### src/rtl/wb_seq_ctrl.sv
// Registered multi-beat writeback sequencer for the register-file write port.
// Optional macro WB_PC_FLUSH_EN adds a registered PC_FLUSH output for PC-write beats.
module wb_seq_ctrl #(
  parameter int NREG   = 16,
  parameter int RA_W   = 4,
  parameter int PC_IDX = 15
) (
  input  logic            CLK,
  input  logic            RST_n,
  input  logic            VALID,
  output logic            READY,
  input  logic [31:0]     OPCODE,
  input  logic [3:0]      DEC,
  output logic            WB_FWD_SEL,
  output logic            REG_WDAT_SEL,
  output logic            REG_W,
  output logic [RA_W-1:0] REG_WADDR,
  output logic            BUSY,
  output logic [2:0]      DBG_STATE
`ifdef WB_PC_FLUSH_EN
  ,
  output logic            PC_FLUSH
`endif
);

  // Handshake: an instruction is taken on a rising edge where VALID & READY.
  // READY is high when idle or while the last beat of the current sequence
  // is on the outputs, so a new instruction can follow with no bubble.

  typedef enum logic [2:0] {
    S_IDLE   = 3'd0,
    S_SINGLE = 3'd1,
    S_LDDATA = 3'd2,
    S_BASE   = 3'd3,
    S_BLK    = 3'd4
  } state_e;

  localparam logic [RA_W-1:0] PC_ADDR = RA_W'(PC_IDX);

  state_e            state_q, state_d;
  logic              fwd_q, fwd_d, wdat_q, wdat_d, w_q, w_d;
  logic [RA_W-1:0]   waddr_q, waddr_d, rn_q, rn_d;
  logic [NREG-1:0]   list_q, list_d;
  logic              base_q, base_d, blk_ld_q, blk_ld_d;
  logic              last_beat, ready;

  logic              op_l, op_w, op_p, base_wb;
  logic [RA_W-1:0]   op_rd, op_rn;
  logic [NREG-1:0]   op_list;
  logic              unused_opcode;

  assign op_l          = OPCODE[20];
  assign op_w          = OPCODE[21];
  assign op_p          = OPCODE[24];
  assign op_rd         = OPCODE[12 +: RA_W];
  assign op_rn         = OPCODE[16 +: RA_W];
  assign op_list       = OPCODE[NREG-1:0];
  assign base_wb       = op_w | ~op_p;
  assign unused_opcode = ^{OPCODE[31:25], OPCODE[23:22]};

  function automatic logic [RA_W-1:0] lowest_idx(input logic [NREG-1:0] v);
    lowest_idx = '0;
    for (int i = NREG - 1; i >= 0; i--) begin
      if (v[i]) lowest_idx = RA_W'(i);
    end
  endfunction

  always_comb begin
    state_d  = state_q;
    fwd_d    = 1'b0;
    wdat_d   = 1'b0;
    w_d      = 1'b0;
    waddr_d  = waddr_q;
    rn_d     = rn_q;
    list_d   = list_q;
    base_d   = base_q;
    blk_ld_d = blk_ld_q;

    case (state_q)
      S_LDDATA: last_beat = ~base_q;
      S_BLK:    last_beat = (list_q == '0) && !base_q;
      default:  last_beat = 1'b1;
    endcase
    ready = (state_q == S_IDLE) || last_beat;

    if (!ready) begin
      // Mid-sequence: either the next list register or the base writeback.
      if (state_q == S_BLK && list_q != '0) begin
        fwd_d   = blk_ld_q;
        wdat_d  = blk_ld_q;
        w_d     = blk_ld_q;
        waddr_d = lowest_idx(list_q);
        list_d  = list_q & (list_q - NREG'(1));
      end else begin
        state_d = S_BASE;
        w_d     = 1'b1;
        waddr_d = rn_q;
        base_d  = 1'b0;
      end
    end else if (VALID) begin
      base_d = 1'b0;
      list_d = '0;
      case (DEC)
        4'd1, 4'd2, 4'd7, 4'd11: begin
          state_d = S_SINGLE;
          w_d     = 1'b1;
          waddr_d = op_rd;
        end
        4'd3: begin
          state_d = S_SINGLE;
          fwd_d   = 1'b1;
          wdat_d  = 1'b1;
          w_d     = 1'b1;
          waddr_d = op_rd;
        end
        4'd6, 4'd8: begin
          if (!op_l) begin
            state_d = base_wb ? S_BASE : S_SINGLE;
            w_d     = base_wb;
            waddr_d = op_rn;
          end else begin
            state_d = S_LDDATA;
            fwd_d   = 1'b1;
            wdat_d  = 1'b1;
            w_d     = 1'b1;
            waddr_d = op_rd;
            rn_d    = op_rn;
            base_d  = base_wb && (op_rd != op_rn);
          end
        end
        4'd9: begin
          state_d  = S_BLK;
          rn_d     = op_rn;
          blk_ld_d = op_l;
          // A loaded base register keeps the memory value over the writeback.
          base_d   = op_w && !(op_l && op_list[op_rn]);
          if (op_list != '0) begin
            fwd_d   = op_l;
            wdat_d  = op_l;
            w_d     = op_l;
            waddr_d = lowest_idx(op_list);
            list_d  = op_list & (op_list - NREG'(1));
          end
        end
        default: state_d = S_SINGLE;
      endcase
    end else begin
      state_d = S_IDLE;
    end
  end

  always_ff @(posedge CLK or negedge RST_n) begin
    if (!RST_n) begin
      state_q  <= S_IDLE;
      fwd_q    <= 1'b0;
      wdat_q   <= 1'b0;
      w_q      <= 1'b0;
      waddr_q  <= '0;
      rn_q     <= '0;
      list_q   <= '0;
      base_q   <= 1'b0;
      blk_ld_q <= 1'b0;
    end else begin
      state_q  <= state_d;
      fwd_q    <= fwd_d;
      wdat_q   <= wdat_d;
      w_q      <= w_d;
      waddr_q  <= waddr_d;
      rn_q     <= rn_d;
      list_q   <= list_d;
      base_q   <= base_d;
      blk_ld_q <= blk_ld_d;
    end
  end

`ifdef WB_PC_FLUSH_EN
  logic pc_flush_q;
  always_ff @(posedge CLK or negedge RST_n) begin
    if (!RST_n) pc_flush_q <= 1'b0;
    else        pc_flush_q <= w_d && (waddr_d == PC_ADDR);
  end
  assign PC_FLUSH = pc_flush_q;
`else
  logic unused_pc_addr;
  assign unused_pc_addr = ^PC_ADDR;
`endif

  assign READY        = ready;
  assign BUSY         = (state_q != S_IDLE);
  assign DBG_STATE    = state_q;
  assign WB_FWD_SEL   = fwd_q;
  assign REG_WDAT_SEL = wdat_q;
  assign REG_W        = w_q;
  assign REG_WADDR    = waddr_q;

endmodule

### config.mk
export PLATFORM = sky130hd
export DESIGN_NAME = wb_seq_ctrl
export DESIGN_NICKNAME = d
export VERILOG_FILES = /design/src/rtl/wb_seq_ctrl.sv
export SDC_FILE = /design/constraint.sdc
export NUM_CORES = 1
export LEC_CHECK = 0
export CORE_UTILIZATION = 45
export CTS_CLUSTER_SIZE = 40
export DETAILED_ROUTE_END_ITERATION = 6
export DONT_BUFFER_PORTS = 1
export SLEW_MARGIN = 20
export SYNTH_ARGS = -nofsm -noshare
export SYNTH_HDL_FRONTEND = slang
export SYNTH_SLANG_ARGS = --single-unit
### constraint.sdc
create_clock -name CLK -period 6.95 [get_ports CLK]
set_clock_uncertainty 0.1 [all_clocks]
set_input_delay 1.39 -clock CLK [delete_from_list [all_inputs] [get_ports CLK]]
set_output_delay 1.39 -clock CLK [all_outputs]
set_load 0.02 [all_outputs]
==> results of run 1 <==
==> final timing paths <==
| kind | end | slack (ps) |
|---|---|---|
| worst max-delay path | READY | 3140 |
| worst min-delay path | rn_q[3] | 410 |
| worst max register to register | list_q[14] | 3840 |
| worst min register to register | rn_q[3] | 410 |
| max in group asynchronous | list_q[9] | 5970 |
| min in group asynchronous | REG_WADDR[3] | 690 |
==> routing by layer <==
| metal | up-vias | wire (microns) | global-route usage, % |
|---|---|---|---|
| met2 | 89 | 2820 | 38.5 |
| met5 | - | 0 | 0 |
| li1 | 1022 | - | - |
| met3 | 4 | 520 | 5.66 |
| met4 | 0 | 36 | 5.01 |
| met1 | 1063 | 3020 | 37.3 |
==> area by class of cell <==
cell class | instances | area, sq um | share of cell area, %
clock inverter | 2 | 12.5 | 0.525
sequential | 30 | 751 | 31.5
tap | 67 | 83.8 | 3.52
inverter | 5 | 23.8 | 0.997
clock buffer | 6 | 82.6 | 3.46
multi-input combinational | 218 | 1420 | 59.4
timing repair buffer | 2 | 15.0 | 0.630
==> through the flow <==
stage               worst slack [ps]  power (uW)  instances
finish                          3140         438        330
global route                    3080         458        330
CTS                             3140         440        330
detailed placement              3460         290        322
global placement                3460         289        322
floorplan                       3350         279        270
==> synth_stat cells, types with 7 or more instances <==
cell type  number  area share (%)
or3_1           8             2.2
a21oi_1        12             2.6
o21ai_0        29             6.4
nor2_1         28             4.6
nor3_1          7             1.5
dfrtp_1        30              33
nor4_1          7             1.9
nand2_1        20             3.3
nand3_1         8             1.8
clkbuf_1       11             1.8
==> power groups by stage <==
stage | sequential, uW | clock, uW | combinational, uW
6_report | 213 | 151 | 74.7
5_1_grt | 215 | 160 | 82.4
4_1_cts | 213 | 152 | 74.4
3_5_place_dp | 216 | 0 | 74.0
3_3_place_gp | 216 | 0 | 73.0
2_1_floorplan | 212 | 0 | 67.1
==> sequential cells by signal, summed over array words and instances, names as in the netlist <==
| name | cells |
|---|---|
| list_q | 15 |
| REG_WADDR | 4 |
| rn_q | 4 |
| DBG_STATE | 3 |
| REG_W | 1 |
| REG_WDAT_SEL | 1 |
| base_q | 1 |
| blk_ld_q | 1 |
==> cell families after synthesis <==
kind of cell | after synthesis | share of synthesized area [%]
mux | 10 | 7.45
compound gates | 91 | 26.4
simple gates | 113 | 27.0
xor+xnor | 4 | 1.54
buf+inv | 22 | 4.52
flops | 30 | 33.1
==> critical path, cell delays in order (launching register included) <==
cell and delay (ps):
dfrtp_1 440, or4_1 660, or4_4 580, and2_4 220
inv_6 140
==> flow_metrics.tcl, run 1 <==
set metrics [dict create \
    layout_commonest_cell "dfrtp_1" \
    maxCapViolCount 0 \
    syn_area_sq_um 2270 \
    seq_area_frac_synth_pct 33.1 \
    routed-via-count 2178 \
    gp_congestion 0.939 \
    status "completed" \
    hold_viol 0 \
    seq_power_share_pct 48.6 \
    antenna_found_initial 0 \
    clockRootBuffer "clkbuf_8" \
    coreArea_sq_um 4790 \
    clk_latency_ps 290 \
    synth_cell_type_count 60 \
    drt_pass1_iterations 5 \
    cts_resized 0 \
    synth_nets 309 \
    place_area_sq_um 2290 \
    final_max_slew_viol_count 0 \
    wl_per_cell_microns 19.4 \
    htreeDepth 2 \
    post_cts_buffers 0 \
    rows 25 \
    drtAntennaViolNets 0 \
    whs_ps 412 \
    rr_startpoint "list_q[12]" \
    syn_area_per_cell_sq_um 8.40 \
    cts_buffer_depth 2 \
    drive_gt1_share_pct 11.8 \
    cts.sinks 30 \
    grt_max_degree 31 \
    grt_pass1_vias 2011 \
    worst_pin_slew_ps 969 \
    critPathKind "reg2out" \
    endpoint_kind "output pin" \
    drc_errors 0 \
    path_clk_slew_ps 80 \
    relSlewSlack_pct 34.7 \
    grt.overflow.total 0 \
    fin_nets 301 \
    numPortBuffers 0 \
    setup_tns_ps 0 \
    grtUsageTotal_pct 25.5 \
    p_int_uw 309 \
    powerDensity_nw_per_um2 184 \
    rr_worst_depth 7 \
    cts_tree "built" \
    die-area_sq_um 5330 \
    postCtsHoldBufs 0 \
    combPwrFrac_pct 17.0 \
    dpl.hpwl_microns 4820 \
    synthCells 270 \
    static-leakage-power_uw 0.000903 \
    finalCriticalPeriod_ps 3810 \
    cts_buffers 5 \
    period_share_pct 54.8 \
    startpoint "list_q[12]" \
    mostFrequentLayoutCells "30 x dfrtp_1, 29 x o21ai_0, 28 x nor2_1, 20 x nand2_1, 12 x a21oi_1" \
    start_kind "register" \
    fillers 493 \
    async_reset_ff_share_pct 100 \
    grt_pass1_wl_microns 10200 \
    cp_max_fo 12 \
    power_frac_clock_pct 34.4 \
    synth-main-ff-cell "dfrtp_1" \
    dieHeight_microns 73 \
    first_iter_violations 169 \
    hold_path_depth 1 \
    worstHoldStart "rn_q[3]" \
    arrival_ps 2320 \
    vias_per_cell 6.60 \
    antenna_cells 0 \
    ir_drop_mv 0.0703 \
    hold_class "reg2reg" \
    synth-edff-count 0 \
    syn2layout_area_growth_pct 5.07 \
    p_sw_uw 130 \
    synth_warnings 0 \
    ys_ff_latch 30 \
    die_w_microns 73 \
    worstPathRequired_ps 5460 \
    setup_viol 0 \
    final_area_sq_um 2380 \
    final_util_pct 49.8 \
    boundaryPins 51 \
    rsz0062_at_grt "no" \
    switching_share_pct 29.6 \
    finalWirelength_microns 6390 \
    timing.fmax_ghz 0.262 \
    initial_core_util_pct 47.4 \
]
(Power assumes the default switching activity.)
==> inputs of run 2 (changes only) <==
- clock period: 6.95 -> 3.5 ns (I/O delays scaled with it)
==> run 2 against run 1 <==
  * Sequential share of layout area is 0.46 points lower
  * Worst hold slack worse by 400 ps
  * Cell count is 0.91% higher
  * Non-clock buffer count is 3 higher
  * Worst setup slack worse by 2800 ps
  * Core utilization is 0.73 points higher
  * Count of clock-buffer cells in the layout stayed put
  * Sequential power is 99% higher
==> flow_metrics.tcl, run 2 (synthesized netlist as in run 1, its figures left out) <==
set metrics [dict create \
    largest_reg_flops 15 \
    place_inst 324 \
    antenna_found_initial 0 \
    fin_cells 333 \
    cts_tree "built" \
    numPortBuffers 0 \
    htreeDepth 2 \
    cts.sinks 30 \
    p_int_uw 616 \
    startpoint "list_q[4]" \
    finalWirelength_microns 6460 \
    timing.fmax_ghz 0.321 \
    first_iter_violations 160 \
    fillers 449 \
    die_w_microns 73 \
    setup_viol 0 \
    rows 25 \
    clk_latency_ps 280 \
    syn2layout_area_growth_pct 6.62 \
    clockRootBuffer "clkbuf_8" \
    worst_pin_slew_ps 580 \
    ir_drop_mv 0.150 \
    final_max_slew_viol_count 0 \
    post_cts_buffers 0 \
    setup_tns_ps 0 \
    seq_power_share_pct 48.5 \
    antenna_cells 0 \
    combPwrFrac_pct 18.0 \
    boundaryPins 51 \
    cts_buffer_depth 2 \
    die-area_sq_um 5330 \
    vias_per_cell 6.56 \
    grt_pass1_wl_microns 10300 \
    coreArea_sq_um 4790 \
    dp_slack_ps 445 \
    cts_buffers 5 \
    layout_commonest_cell "dfrtp_1" \
    period_share_pct 88.9 \
    dieHeight_microns 73 \
    grt_max_degree 31 \
    final_util_pct 50.5 \
    wl_per_cell_microns 19.4 \
    grt.overflow.total 0 \
    rr_startpoint "list_q[4]" \
    static-leakage-power_uw 0.000922 \
    mostFrequentLayoutCells "30 x dfrtp_1, 29 x o21ai_0, 28 x nor2_1, 20 x nand2_1, 12 x a21oi_1" \
    grt_pass1_vias 2033 \
    start_kind "register" \
    switching_share_pct 29.4 \
    path_clk_slew_ps 60 \
    finalCriticalPeriod_ps 3110 \
    hold_viol 0 \
    grtUsageTotal_pct 26.2 \
    hold_class "in2async" \
    powerDensity_nw_per_um2 360 \
    relSlewSlack_pct 60.9 \
    maxCapViolCount 0 \
    drtAntennaViolNets 0 \
    endpoint_kind "output pin" \
    routed-via-count 2186 \
    critPathKind "reg2out" \
    fin_nets 304 \
    drt_pass1_iterations 5 \
    drc_errors 0 \
    gp_congestion 0.930 \
    initial_core_util_pct 47.4 \
    status "completed" \
    worstPathRequired_ps 2700 \
    p_sw_uw 256 \
    drive_gt1_share_pct 12.8 \
    dpl.hpwl_microns 4790 \
    regMostFlops "list_q" \
    power_frac_clock_pct 33.5 \
    final.setup.worst_slack_ps 387 \
    cp_max_fo 12 \
    rsz0062_at_grt "no" \
    arrival_ps 2310 \
]
[run 2: changes by cell type in the layout (fill, tap and decap cells not counted)]
cell    change
buf_4       +2
buf_12      +1
[run 2: path summary, 6_finish.rpt]
| kind | slack [ps] | depth (start not counted) | to |
|---|---|---|---|
| max | 390 | 4 | READY |
| min | 10 | 0 | list_q[6] |
| max reg2reg | 420 | 7 | list_q[5] |
| min reg2reg | 410 | 1 | rn_q[3] |
| max in group asynchronous | 3010 | 1 | list_q[12] |
| min in group CLK | 410 | 1 | rn_q[3] |
[run 2: repair_timing]
action / 4_1_cts / 5_1_grt
hold buffers: 0 / 1
endpoints found under the hold margin: 0 / 25
resized for setup: 0 / 0
[run 2: routing by layer]
metal	track usage, %	routed length, microns	vias to the layer above
li1	-	-	1035
met1	38.1	3040	1041
met2	38.7	2870	102
met3	6.08	468	8
met4	7.41	80	0
met5	0	0	-
[run 2: layout make-up]
cell class                      instances  area, sq um  share of cell area [%]
Clock buffer                            6         82.6                    3.41
Clock inverter                          2         12.5                   0.517
Inverter                                5         23.8                   0.983
Multi-Input combinational cell        218         1420                    58.5
Sequential cell                        30          751                    31.0
Tap cell                               67         83.8                    3.47
Timing Repair Buffer                    5         50.0                    2.07
[run 2: worst max-delay path, stage by stage, from the launching register on]
cell     delay, ps
dfrtp_1        460
or4_1          660
or4_4          540
and2_4         220
inv_6          140
[run 2: power by group through the flow]
stage | clock [uW] | sequential [uW] | combinational, uW
after global routing | 319 | 428 | 175
final | 292 | 423 | 157
after detailed placement | 0 | 429 | 147
after global placement | 0 | 428 | 146
after floorplan | 0 | 421 | 133
after CTS | 299 | 423 | 147
[run 2: through the flow]
step	total power [uW]	hold slack, ps	cell area, sq um
global placement	574	306	2300
CTS	869	1.94	2400
floorplan	554	304	2270
finish	872	9.62	2420
detailed placement	576	306	2300
global route	922	1.27	2420
==> inputs of run 3 (changes only) <==
- REMOVE_ABC_BUFFERS: unset -> 1
- clock period: 3.5 -> 4 ns (I/O delays scaled with it)
==> run 3 against run 2 <==
  * Core utilization fell by 0.58 points
  * Largest cell class unchanged
  * Largest power group unchanged
  * Critical path depth is the same
  * Final area down 1.1%
  * Non-clock buffer count shrank 2
==> flow_metrics.tcl, run 3 (synthesized netlist as in run 1, its figures left out) <==
set metrics [dict create \
    status "completed" \
    busiest_layer "met1" \
    critPathKind "reg2out" \
    worst_pin_slew_ps 617 \
    syn2layout_area_growth_pct 5.41 \
    path_clk_slew_ps 70 \
    mostFrequentLayoutCells "30 x dfrtp_1, 29 x o21ai_0, 28 x nor2_1, 20 x nand2_1, 12 x a21oi_1" \
    htreeDepth 2 \
    boundaryPins 51 \
    postCtsHoldBufs 0 \
    multi_input_area_sq_um 1420 \
    rsz0062_at_grt "no" \
    grt_pass1_vias 2001 \
    cts.sinks 30 \
    start_kind "register" \
    finalWirelength_microns 6400 \
    gp_congestion 0.861 \
    ir_drop_mv 0.146 \
    clockRootBuffer "clkbuf_8" \
    clk_latency_ps 280 \
    dpl.hpwl_microns 4730 \
    hold_class "in2async" \
    routed-via-count 2154 \
    dp_slack_ps 932 \
    grt.overflow.total 0 \
    regArea_sq_um 751 \
    grt_pass1_wl_microns 10400 \
    setup_tns_ps 0 \
    grt_use_met2_pct 35.9 \
    dieHeight_microns 73 \
    hold_viol 0 \
    cts_resized 0 \
    initial_core_util_pct 47.4 \
    coreArea_sq_um 4790 \
    drive_gt1_share_pct 12.1 \
    antenna_found_initial 0 \
    largest_reg_flops 15 \
    drc_errors 0 \
    powerDensity_nw_per_um2 318 \
    vias_per_cell 6.51 \
    die-area_sq_um 5330 \
    fillers 476 \
    first_iter_violations 158 \
    regMostFlops "list_q" \
    grtUsageTotal_pct 25.9 \
    rrSetupSlack_ps 890 \
    static-leakage-power_uw 0.000908 \
    fin_nets 302 \
    period_share_pct 80.3 \
    die_w_microns 73 \
    cts_buffers 5 \
    cts_tree "built" \
    setup_viol 0 \
    layout_commonest_cell "dfrtp_1" \
    drtAntennaViolNets 0 \
    endpoint_kind "output pin" \
    antenna_cells 0 \
    grt_use_met3_pct 5.11 \
    maxCapViolCount 0 \
    cp_max_fo 12 \
    relSlewSlack_pct 58.7 \
    finalCriticalPeriod_ps 3210 \
    post_cts_buffers 0 \
    timing.fmax_ghz 0.311 \
    drt_pass1_iterations 7 \
    grtUsageMet1_pct 39.7 \
    numPortBuffers 0 \
    rows 25 \
    final_max_slew_viol_count 0 \
    wl_per_cell_microns 19.3 \
    arrival_ps 2310 \
    final.setup.worst_slack_ps 788 \
    cts_buffer_depth 2 \
    worstPathRequired_ps 3100 \
    grt_max_degree 31 \
]
run 3: cell count changes in the layout (fill, tap and decap cells not counted):
cell,change
buf_4,-1
buf_12,-1
run 3: worst paths after layout:
| kind | to | depth (start not counted) | from |
|---|---|---|---|
| setup / recovery | READY | 4 | list_q[12] |
| hold / removal | blk_ld_q | 0 | RST_n |
| setup reg to reg | list_q[7] | 7 | list_q[12] |
| hold reg to reg | rn_q[2] | 1 | rn_q[2] |
| max in group asynchronous | list_q[4] | 0 | RST_n |
| min in group CLK | rn_q[2] | 1 | rn_q[2] |
run 3: through the flow:
step	hold WS [ps]	total power, uW	util (%)	instance area (sq um)	std cells
final	111	759	50.0	2390	331
after global routing	94.9	798	50.0	2390	331
after CTS	103	762	50.0	2390	331
after detailed placement	399	505	48.0	2300	323
after global placement	394	503	48.0	2300	323
after floorplan	368	473	-	2190	253
run 3: where the power goes:
part | leakage, uW | switching [uW] | total (uW) | internal (uW)
clock | 0.0000472 | 120 | 259 | 138
sequential | 0.000391 | 38.0 | 371 | 333
combinational | 0.000469 | 64.4 | 130 | 65.7
run 3: layout make-up:
class                           instances  share of cell area [%]
Multi-Input combinational cell        218                    59.2
Sequential cell                        30                    31.4
Tap cell                               67                    3.51
Clock buffer                            6                    3.45
Inverter                                5                   0.994
Timing Repair Buffer                    3                   0.942
Clock inverter                          2                   0.523
run 3: worst max-delay path: stages (launching register included):
cell and delay, ps:
dfrtp_1 440, or4_1 650, or4_4 580, and2_4 220, inv_6 140
run 3: metal layers:
layer | up-vias | wire length, microns
li1 | 1024 | -
met1 | 1022 | 3000
met2 | 98 | 2750
met3 | 10 | 522
met4 | 0 | 123
met5 | - | 0
